**src/rtl/led_pkg.sv**
```systemverilog
// Shared definitions for the led_breathe brightness engine: channel mode encodings
// and the channel-select width helper.
package led_pkg;

  typedef enum logic [1:0] {
    LED_MODE_OFF     = 2'd0,
    LED_MODE_SOLID   = 2'd1,
    LED_MODE_BREATHE = 2'd2,
    LED_MODE_BLINK   = 2'd3
  } led_mode_t;

  // A single-channel build still needs a one-bit select field.
  function automatic int chan_w(input int n);
    return (n > 1) ? $clog2(n) : 1;
  endfunction

endpackage

```
**src/rtl/led_breathe_if.sv**
```systemverilog
// Configuration write bus for led_breathe: one-cycle write strobe carrying channel,
// register select and data.
interface led_breathe_if
  import led_pkg::*;
#(
  parameter int CHANNELS = 3,
  parameter int PWM_BITS = 8
) ();

  localparam int CHAN_W = chan_w(CHANNELS);

  logic                cfg_we;
  logic [CHAN_W-1:0]   cfg_chan;
  logic                cfg_sel;
  logic [PWM_BITS-1:0] cfg_data;

  modport master (
    output cfg_we,
    output cfg_chan,
    output cfg_sel,
    output cfg_data
  );

  modport slave (
    input cfg_we,
    input cfg_chan,
    input cfg_sel,
    input cfg_data
  );

endinterface

```
**src/rtl/led_channel.sv**
```systemverilog
// One LED lane: mode/level registers, phase accumulator, target select and PWM compare.
// Defining LED_BREATHE_GAMMA_EN adds a registered square-law stage ahead of the duty load.
module led_channel
  import led_pkg::*;
#(
  parameter int                PWM_BITS   = 8,
  parameter logic [PWM_BITS:0] PHASE_INIT = '0
) (
  input  logic                clk,
  input  logic                reset,
  input  logic                tick,
  input  logic [PWM_BITS-1:0] pwm_cnt,
  input  logic                we_mode,
  input  logic                we_level,
  input  logic [PWM_BITS-1:0] wdata,
  output logic                led_n
);

  localparam logic [PWM_BITS-1:0] MAX = '1;

  led_mode_t           mode;
  logic [PWM_BITS-1:0] level;
  logic [PWM_BITS:0]   phase;
  logic [PWM_BITS-1:0] tri_val;
  logic [PWM_BITS-1:0] target;
  logic [PWM_BITS-1:0] duty_src;
  logic [PWM_BITS-1:0] duty_q;
  logic                pwm_wrap;

  assign pwm_wrap = &pwm_cnt;

  // Phase keeps running through mode changes so channels stay in their relative offsets.
  always_ff @(posedge clk or posedge reset) begin
    if (reset) begin
      mode  <= LED_MODE_BREATHE;
      level <= MAX;
      phase <= PHASE_INIT;
    end else begin
      if (we_mode)  mode  <= led_mode_t'(wdata[1:0]);
      if (we_level) level <= wdata;
      if (tick)     phase <= phase + (PWM_BITS+1)'(1);
    end
  end

  assign tri_val = phase[PWM_BITS] ? (MAX - phase[PWM_BITS-1:0]) : phase[PWM_BITS-1:0];

  always_comb begin
    target = '0;
    case (mode)
      LED_MODE_OFF:     target = '0;
      LED_MODE_SOLID:   target = level;
      LED_MODE_BREATHE: target = tri_val;
      LED_MODE_BLINK:   target = phase[PWM_BITS] ? '0 : level;
      default:          target = '0;
    endcase
  end

`ifdef LED_BREATHE_GAMMA_EN
  function automatic logic [PWM_BITS-1:0] gamma_sq(input logic [PWM_BITS-1:0] x);
    logic [2*PWM_BITS-1:0] sq;
    sq = {{PWM_BITS{1'b0}}, x} * {{PWM_BITS{1'b0}}, x};
    return sq[2*PWM_BITS-1:PWM_BITS];
  endfunction

  logic [PWM_BITS-1:0] gamma_p0;

  // ---- stage p0: gamma-corrected target ----
  always_ff @(posedge clk or posedge reset) begin
    if (reset) gamma_p0 <= '0;
    else       gamma_p0 <= gamma_sq(target);
  end

  assign duty_src = gamma_p0;
`else
  assign duty_src = target;
`endif

  // ---- duty load on PWM wrap, then registered pin drive ----
  always_ff @(posedge clk or posedge reset) begin
    if (reset) begin
      duty_q <= '0;
      led_n  <= 1'b1;
    end else begin
      if (pwm_wrap) duty_q <= duty_src;
      led_n <= ~(pwm_cnt < duty_q);
    end
  end

endmodule

```
**src/rtl/led_breathe.sv**
```systemverilog
// Multi-channel LED breathing engine: shared prescaler and PWM counter, write decode,
// and one led_channel per LED. Optional gamma stage: define LED_BREATHE_GAMMA_EN.
module led_breathe
  import led_pkg::*;
#(
  parameter int CHANNELS      = 3,
  parameter int PWM_BITS      = 8,
  parameter int PRESCALE_BITS = 20
) (
  input  logic                clk,
  input  logic                reset,
  led_breathe_if.slave        cfg,
  output logic [CHANNELS-1:0] led_n
);

  localparam int CHAN_W = chan_w(CHANNELS);

  logic [PRESCALE_BITS-1:0] presc;
  logic [PWM_BITS-1:0]      pwm_cnt;
  logic                     tick;

  always_ff @(posedge clk or posedge reset) begin
    if (reset) begin
      presc   <= '0;
      pwm_cnt <= '0;
    end else begin
      presc   <= presc + PRESCALE_BITS'(1);
      pwm_cnt <= pwm_cnt + PWM_BITS'(1);
    end
  end

  assign tick = &presc;

  for (genvar i = 0; i < CHANNELS; i++) begin : g_chan
    // Evenly spread start phases; two channels land in antiphase.
    localparam logic [PWM_BITS:0] PH = (PWM_BITS+1)'((i * (2 ** (PWM_BITS+1))) / CHANNELS);

    logic hit;
    // Out-of-range channel numbers match no lane and are dropped.
    assign hit = cfg.cfg_we && (cfg.cfg_chan == CHAN_W'(i));

    led_channel #(
      .PWM_BITS   (PWM_BITS),
      .PHASE_INIT (PH)
    ) u_chan (
      .clk      (clk),
      .reset    (reset),
      .tick     (tick),
      .pwm_cnt  (pwm_cnt),
      .we_mode  (hit && !cfg.cfg_sel),
      .we_level (hit && cfg.cfg_sel),
      .wdata    (cfg.cfg_data),
      .led_n    (led_n[i])
    );
  end

endmodule
```
**src/flat_wrapper.sv**
```systemverilog
// flat-port wrapper written by rule: the top's interface ports become plain ports
module led_breathe_flat import led_pkg::*;
#(
  parameter int CHANNELS      = 3,
  parameter int PWM_BITS      = 8,
  parameter int PRESCALE_BITS = 20
)
  (clk, reset, led_n, cfg_cfg_we, cfg_cfg_chan, cfg_cfg_sel, cfg_cfg_data);
  led_breathe_if #(.CHANNELS(CHANNELS), .PWM_BITS(PWM_BITS)) cfg_i ();
  input  logic clk;
  input  logic reset;
  output logic [CHANNELS-1:0] led_n;
  input wire logic [$bits(cfg_i.cfg_we)-1:0] cfg_cfg_we;
  input wire logic [$bits(cfg_i.cfg_chan)-1:0] cfg_cfg_chan;
  input wire logic [$bits(cfg_i.cfg_sel)-1:0] cfg_cfg_sel;
  input wire logic [$bits(cfg_i.cfg_data)-1:0] cfg_cfg_data;
  assign cfg_i.cfg_we = cfg_cfg_we;
  assign cfg_i.cfg_chan = cfg_cfg_chan;
  assign cfg_i.cfg_sel = cfg_cfg_sel;
  assign cfg_i.cfg_data = cfg_cfg_data;
  led_breathe #(.CHANNELS(CHANNELS), .PWM_BITS(PWM_BITS), .PRESCALE_BITS(PRESCALE_BITS)) u_core (.clk(clk), .reset(reset), .cfg(cfg_i), .led_n(led_n));
endmodule
```
**config.mk**
```make
export PLATFORM = sky130hd
export DESIGN_NAME = led_breathe_flat
export DESIGN_NICKNAME = d
export VERILOG_FILES = /design/src/rtl/led_pkg.sv /design/src/rtl/led_breathe_if.sv /design/src/rtl/led_channel.sv /design/src/rtl/led_breathe.sv /design/src/flat_wrapper.sv
export SDC_FILE = /design/constraint.sdc
export NUM_CORES = 1
export LEC_CHECK = 0
export CAP_MARGIN = 20
export CORE_UTILIZATION = 35
export CTS_BUF_LIST = sky130_fd_sc_hd__clkbuf_4 sky130_fd_sc_hd__clkbuf_8 sky130_fd_sc_hd__clkbuf_16
export DETAILED_ROUTE_END_ITERATION = 6
export SYNTH_ARGS = -nofsm -noshare
export SYNTH_HDL_FRONTEND = slang
export SYNTH_HIERARCHICAL = 1
export SYNTH_SLANG_ARGS = --single-unit
```
**constraint.sdc**
```tcl
create_clock -name clk -period 2.62 [get_ports clk]
set_clock_uncertainty 0.15 [all_clocks]
set_input_delay 0.655 -clock clk [delete_from_list [all_inputs] [get_ports clk]]
set_output_delay 0.655 -clock clk [all_outputs]
set_load 0.005 [all_outputs]
```
# --- Word-level counts from Yosys, hierarchy flattened ---
# Index checks and enable logic that the tools add are counted.
totals:
  register_bits: 112
  latchBits: 0
  ramBits: 0
  romBits: 0
  in_bits: 14
  output_inout_bits: 3
  wordCells: 67
  memories: 0
classes:
  addsub: 8
  multipliers: 0
  div: 0
  order_cmp: 3
  n_eq_ne: 11
  n_shift: 0
  muxes: 9
  n_bitwise: 3
  n_reduce_logical: 16
op_table:
  columns: ["cell", "count"]
  rows:
  - ["$pmux W8 S4", 3]
  - ["$mux W8", 6]
  - ["$add A9 B1 Y9 const B", 3]
  - ["$lt A8 B8 Y1", 3]
  - ["$sub A8 B8 Y8 const A", 3]
  - ["$add A20 B1 Y20 const B", 1]
  - ["$reduce_and A20 Y1", 1]
  - ["$eq A2 B2 Y1 const B", 7]
  - ["$logic_and A1 B1 Y1", 9]
  - ["$add A8 B1 Y8 const B", 1]
  - ["$eq A2 B1 Y1 const B", 4]
  - ["$logic_not A2 Y1", 4]
  - ["$reduce_and A8 Y1", 1]
  - ["$not A1 Y1", 3]
  - ["$logic_not A1 Y1", 1]

# --- Depth between registers and ports, before layout ---
logic_depth:
  ltp_word: 3
  ltp_mapped: 8
  mapped_depth_nobuf: 8

# --- Modules after synthesis ---
# The synthesis kept the hierarchy.
modules_own_cells:
  columns: ["mod", "n_inst", "cells_each", "area_per_inst_um2", "seq_area_each_um2"]
  rows:
  - ["led_channel at u_core.g_chan[2].u_chan", 1, 125, 1442.6, 719.4]
  - ["led_channel at u_core.g_chan[1].u_chan", 1, 125, 1441.4, 718.2]
  - ["led_channel at u_core.g_chan[0].u_chan", 1, 125, 1436.4, 713.2]
  - ["led_breathe", 1, 106, 1253.7, 700.7]

# --- Least setup slack after synthesis ---
# OpenSTA, ideal clock, no wires.
synth_path:
  path_type: "register to register"
  startpoint: "register u_core.presc[0]"
  endpoint: "register u_core.g_chan[0].u_chan.phase[7]"
  setup_time_ns: 0.123
  arrival_ns: 2.018
  t_required_ns: 2.347
  setup_slack_ns: 0.329
  path_stages_with_launch: 9
  path_buffers: 0
  synth_period_minus_slack_ns: 2.291
  cell_sequence: "dfrtp_1 ha_1 nand4_2 nor2_1 and4_1 nand4_2 nor2_2 nand4_1 xnor2_1"
synth_between:
  elab_chain_len: 1
synth_lines:
  columns: ["element", "line", "rtl"]
  rows:
  - ["from (decl)", "led_breathe.sv:18", "logic [PRESCALE_BITS-1:0] presc;"]
  - ["from (signal assigned)", "led_breathe.sv:27", "presc <= presc + PRESCALE_BITS'(1);"]
  - ["$reduce_and A20 Y1", "led_breathe.sv:32", "assign tick = &presc;"]
  - ["via u_core.tick", "led_breathe.sv:20", "logic tick;"]
  - ["to (signal assigned)", "led_channel.sv:41", "if (tick) phase <= phase + (PWM_BITS+1)'(1);"]
  - ["to (decl)", "led_channel.sv:23", "logic [PWM_BITS:0] phase;"]
# The timed path passes the listed nets, and every way through them passes these cells.
# A chain may end at the register's enable or synchronous reset.

# --- Worst setup path after layout ---
layout_path:
  startpoint: "register u_core.presc[0]"
  endpoint: "register u_core.g_chan[1].u_chan.phase[7]"
layout_between:
  elab_chain_len: 1
layout_lines:
  columns: ["element", "line"]
  rows:
  - ["$reduce_and A20 Y1", "led_breathe.sv:32"]
  - ["via u_core.tick", "led_breathe.sv:20"]
  - ["to (signal assigned)", "led_channel.sv:41"]
  - ["to (decl)", "led_channel.sv:23"]
# The timed path passes the listed nets, and every way through them passes these cells.

==> impl_metrics.json <==
{
  "status": "completed",
  "drtIter0Drc": 177,
  "synthCells": 481,
  "crit_buf_inv": 1,
  "hpwlAfterDp_um": 7870,
  "boundaryPins": 17,
  "final_cell_mix": "dfrtp_1 (73), xor2_1 (44), nor2_1 (41)",
  "postRouteAntennaNets": 0,
  "syn_avg_cell_area_um2": 11.6,
  "tns_ns": 0,
  "num_vias": 3539,
  "crit_family": "simple AND/OR/NAND/NOR gates",
  "numClockSinks": 112,
  "r2r_cells": 9,
  "clock_latency_ns": 0.34,
  "path_cells": "ha_1 > nand4_2 > nor2_1 > and4_1 > buf_4 > nand4_2 > nor2_2 > nand4_1 > xnor2_1",
  "die_y_um": 128,
  "cp-start-kind": "flop",
  "layout-drive-gt1-share_pct": 22.1,
  "wl_um": 10700,
  "finalNonFillerCells": 714,
  "yosysWarningCount": 6,
  "rows": 45,
  "viasPerCell": 4.96,
  "combPwrFrac_pct": 8.1,
  "worst_r2r_endpoint": "u_core/g_chan[1].u_chan/phase[7]",
  "hold_ws_ns": 0.317,
  "period_needed_ns": 2.30,
  "drcViolationCount": 0,
  "cpMostUsedCell": "nand4_2",
  "grt_overflow": 0,
  "synth_nets": 521,
  "insertedDiodeCount": 0,
  "worst-setup-path-type": "flop to flop",
  "leakagePower_nw": 2.78,
  "syn_area_um2": 5570,
  "fin_crit_sh_pct": 87.7,
  "tightest_slew_ns": 0.530,
  "dpl.cell_count": 698,
  "antenna_found_initial": 0,
  "numCtsBuffers": 9,
  "ys_seq_area_share_pct": 51.2,
  "dieArea_um2": 16400,
  "core_um2": 15400,
  "ys_ff_latch": 112,
  "p_int_mw": 2.78,
  "cp_slowest_cell": "dfrtp_1",
  "avgRoutedWirePerCell_um": 15.0,
  "cts_root_buf": "clkbuf_16",
  "rsz0062_at_grt": "false",
  "path_clk_slew_ns": 0.07,
  "crit_end": "u_core/g_chan[1].u_chan/phase[7]",
  "p_sw_share_pct": 22.6,
  "crit_path_end_kind": "flop",
  "io_buffers": 16,
  "crit_start": "u_core/presc[0]",
  "setup_viol": 0,
  "drv_cap": 0,
  "crit_fanout": 15,
  "gp_congestion": 0.752,
  "ir_worst_vdd_uv": 289,
  "grt_pass1_wl_um": 18300,
  "async_flop_share_pct": 100,
  "cts_buffer_depth": 2,
  "synth_ff_type": "dfrtp_1",
  "r2r-start": "u_core/presc[0]",
  "die_w_um": 128,
  "synth_edf_count": 0,
  "cts-htree-levels": 3,
  "cp.depth": 9,
  "synth.distinct_cells": 34,
  "power_switching_uw": 814,
  "slew_headroom_pct": 64.6,
  "post_cts.repair.setup_buffers": 0,
  "grt_pass1_vias": 3464,
  "syn_to_final_growth_pct": 12.0,
  "holdBufCountCts": 0,
  "worstPathRequired_ns": 2.74,
  "worstPathArrival_ns": 2.42,
  "start_util_pct": 36.3,
  "hold_viol_final": 0,
  "report.final.slew_viol_count": 0,
  "p_seq_share_pct": 55.3,
  "nets": 538,
  "grt_max_degree": 29,
  "max_stage_delay_ns": 0.39,
  "ctsResizeCount": 0,
  "pwr_density_cell_nw_per_um2": 576,
  "final_common_cell": "dfrtp_1",
  "grt_use_total_pct": 14.5,
  "max_freq_mhz": 435,
  "pwr-share-clk_pct": 36.6,
  "hp-class": "flop to flop",
  "dr.pass1.iters": 4,
  "regToRegSetupSlack_ns": 0.32,
  "cts_tree": "yes"
}
## state kept, by name, indices dropped and copies added (netlist names)
register                     count
u_core/g_chan.u_chan/phase      27
u_core/g_chan.u_chan/led_n       3
u_core/presc                    20
u_core/pwm_cnt                   8
u_core/g_chan.u_chan/duty_q     24
u_core/g_chan.u_chan/level      24
u_core/g_chan.u_chan/mode        6
## per-layer routing
layer / share of wire, % / vias up / global-route usage, %
met5: 0 / - / 0
met4: 1.7 / 0 / 5.19
met3: 2.9 / 10 / 2.50
met2: 45 / 42 / 21.1
met1: 51 / 1776 / 21.4
li1: - / 1711 / -
## worst min path at each step
stage	startpoint	to	slack, ns	cells past startpoint
3_5_place_dp	u_core/presc[19]	u_core/presc[19]	0.31	1
3_3_place_gp	u_core/presc[16]	u_core/presc[16]	0.31	1
4_1_cts	u_core/presc[16]	u_core/presc[16]	0.32	1
5_1_grt	u_core/presc[19]	u_core/presc[19]	0.35	1
2_1_floorplan	u_core/presc[19]	u_core/presc[19]	0.29	1
6_report	u_core/presc[19]	u_core/presc[19]	0.32	1
## through the flow
step | utilization, % | power [mW] | setup slack, ns | instance area, um2
final | 40.6 | 3.60 | 0.322 | 6240
after global routing | 40.6 | 3.77 | 0.0939 | 6240
after CTS | 40.6 | 3.65 | 0.292 | 6240
after detailed placement | 38.7 | 2.31 | 0.306 | 5950
after global placement | 38.7 | 2.30 | 0.357 | 5950
after floorplan | - | 2.19 | 0.329 | 5570
## area by class of cell
| type | instances | area, um2 |
|---|---|---|
| Timing Repair Buffer | 24 | 233 |
| Sequential cell | 112 | 2850 |
| Clock buffer | 15 | 283 |
| Multi-Input combinational cell | 320 | 2490 |
| Fill cell | 1467 | 9130 |
| Clock inverter | 1 | 5.00 |
| Inverter | 31 | 116 |
| Tap cell | 211 | 264 |
## power by group through the flow
stage          combinational [mW]  clock, mW  sequential, mW
2_1_floorplan               0.233          0            1.96
3_3_place_gp                0.282          0            2.02
3_5_place_dp                0.292          0            2.02
4_1_cts                     0.295       1.37            1.99
5_1_grt                     0.319       1.44            2.01
6_report                    0.293       1.32            1.99
## cells in the mapped netlist, types with 3 or more instances
master     n  area, um2
a211oi_1   3       22.5
a21o_1     6       45.0
a21oi_1   27        135
a32oi_1   24        210
a41o_1     3       30.0
and3_1     4       25.0
buf_2      9       45.0
buf_4      3       22.5
buf_6      3       33.8
clkbuf_2   3       15.0
dfrtp_1   73       1830
dfstp_2   39       1020
ha_1      26        325
inv_1     31        116
mux2_2    33        372
nand2_1   18       67.6
nand2b_1   6       37.5
nand3_1   11       55.1
nand4_1   16        100
nand4_2    5       62.6
nor2_1    41        154
nor2_2     3       18.8
nor2_4     3       33.8
nor2b_1    3       18.8
nor3_1     3       15.0
o211ai_1   3       22.5
o21ai_0    3       15.0
xnor2_1   28        245
xor2_1    44        385
## cell families after synthesis
| family | after synthesis | synth area share (%) |
|---|---|---|
| xor+xnor | 72 | 11.3 |
| flops | 112 | 51.2 |
| buf+inv | 49 | 4.17 |
| simple gates | 120 | 12.2 |
| fa+ha+maj | 26 | 5.84 |
| mux | 33 | 6.67 |
| compound gates | 69 | 8.62 |
## worst reg2reg max path, cell delays in order (launching register included)
cell	delay [ns]
dfrtp_1	0.39
ha_1	0.26
nand4_2	0.18
nor2_1	0.21
and4_1	0.22
buf_4	0.23
nand4_2	0.17
nor2_2	0.13
nand4_1	0.12
xnor2_1	0.16
No activity file was read; power rests on OpenSTA's default activity.
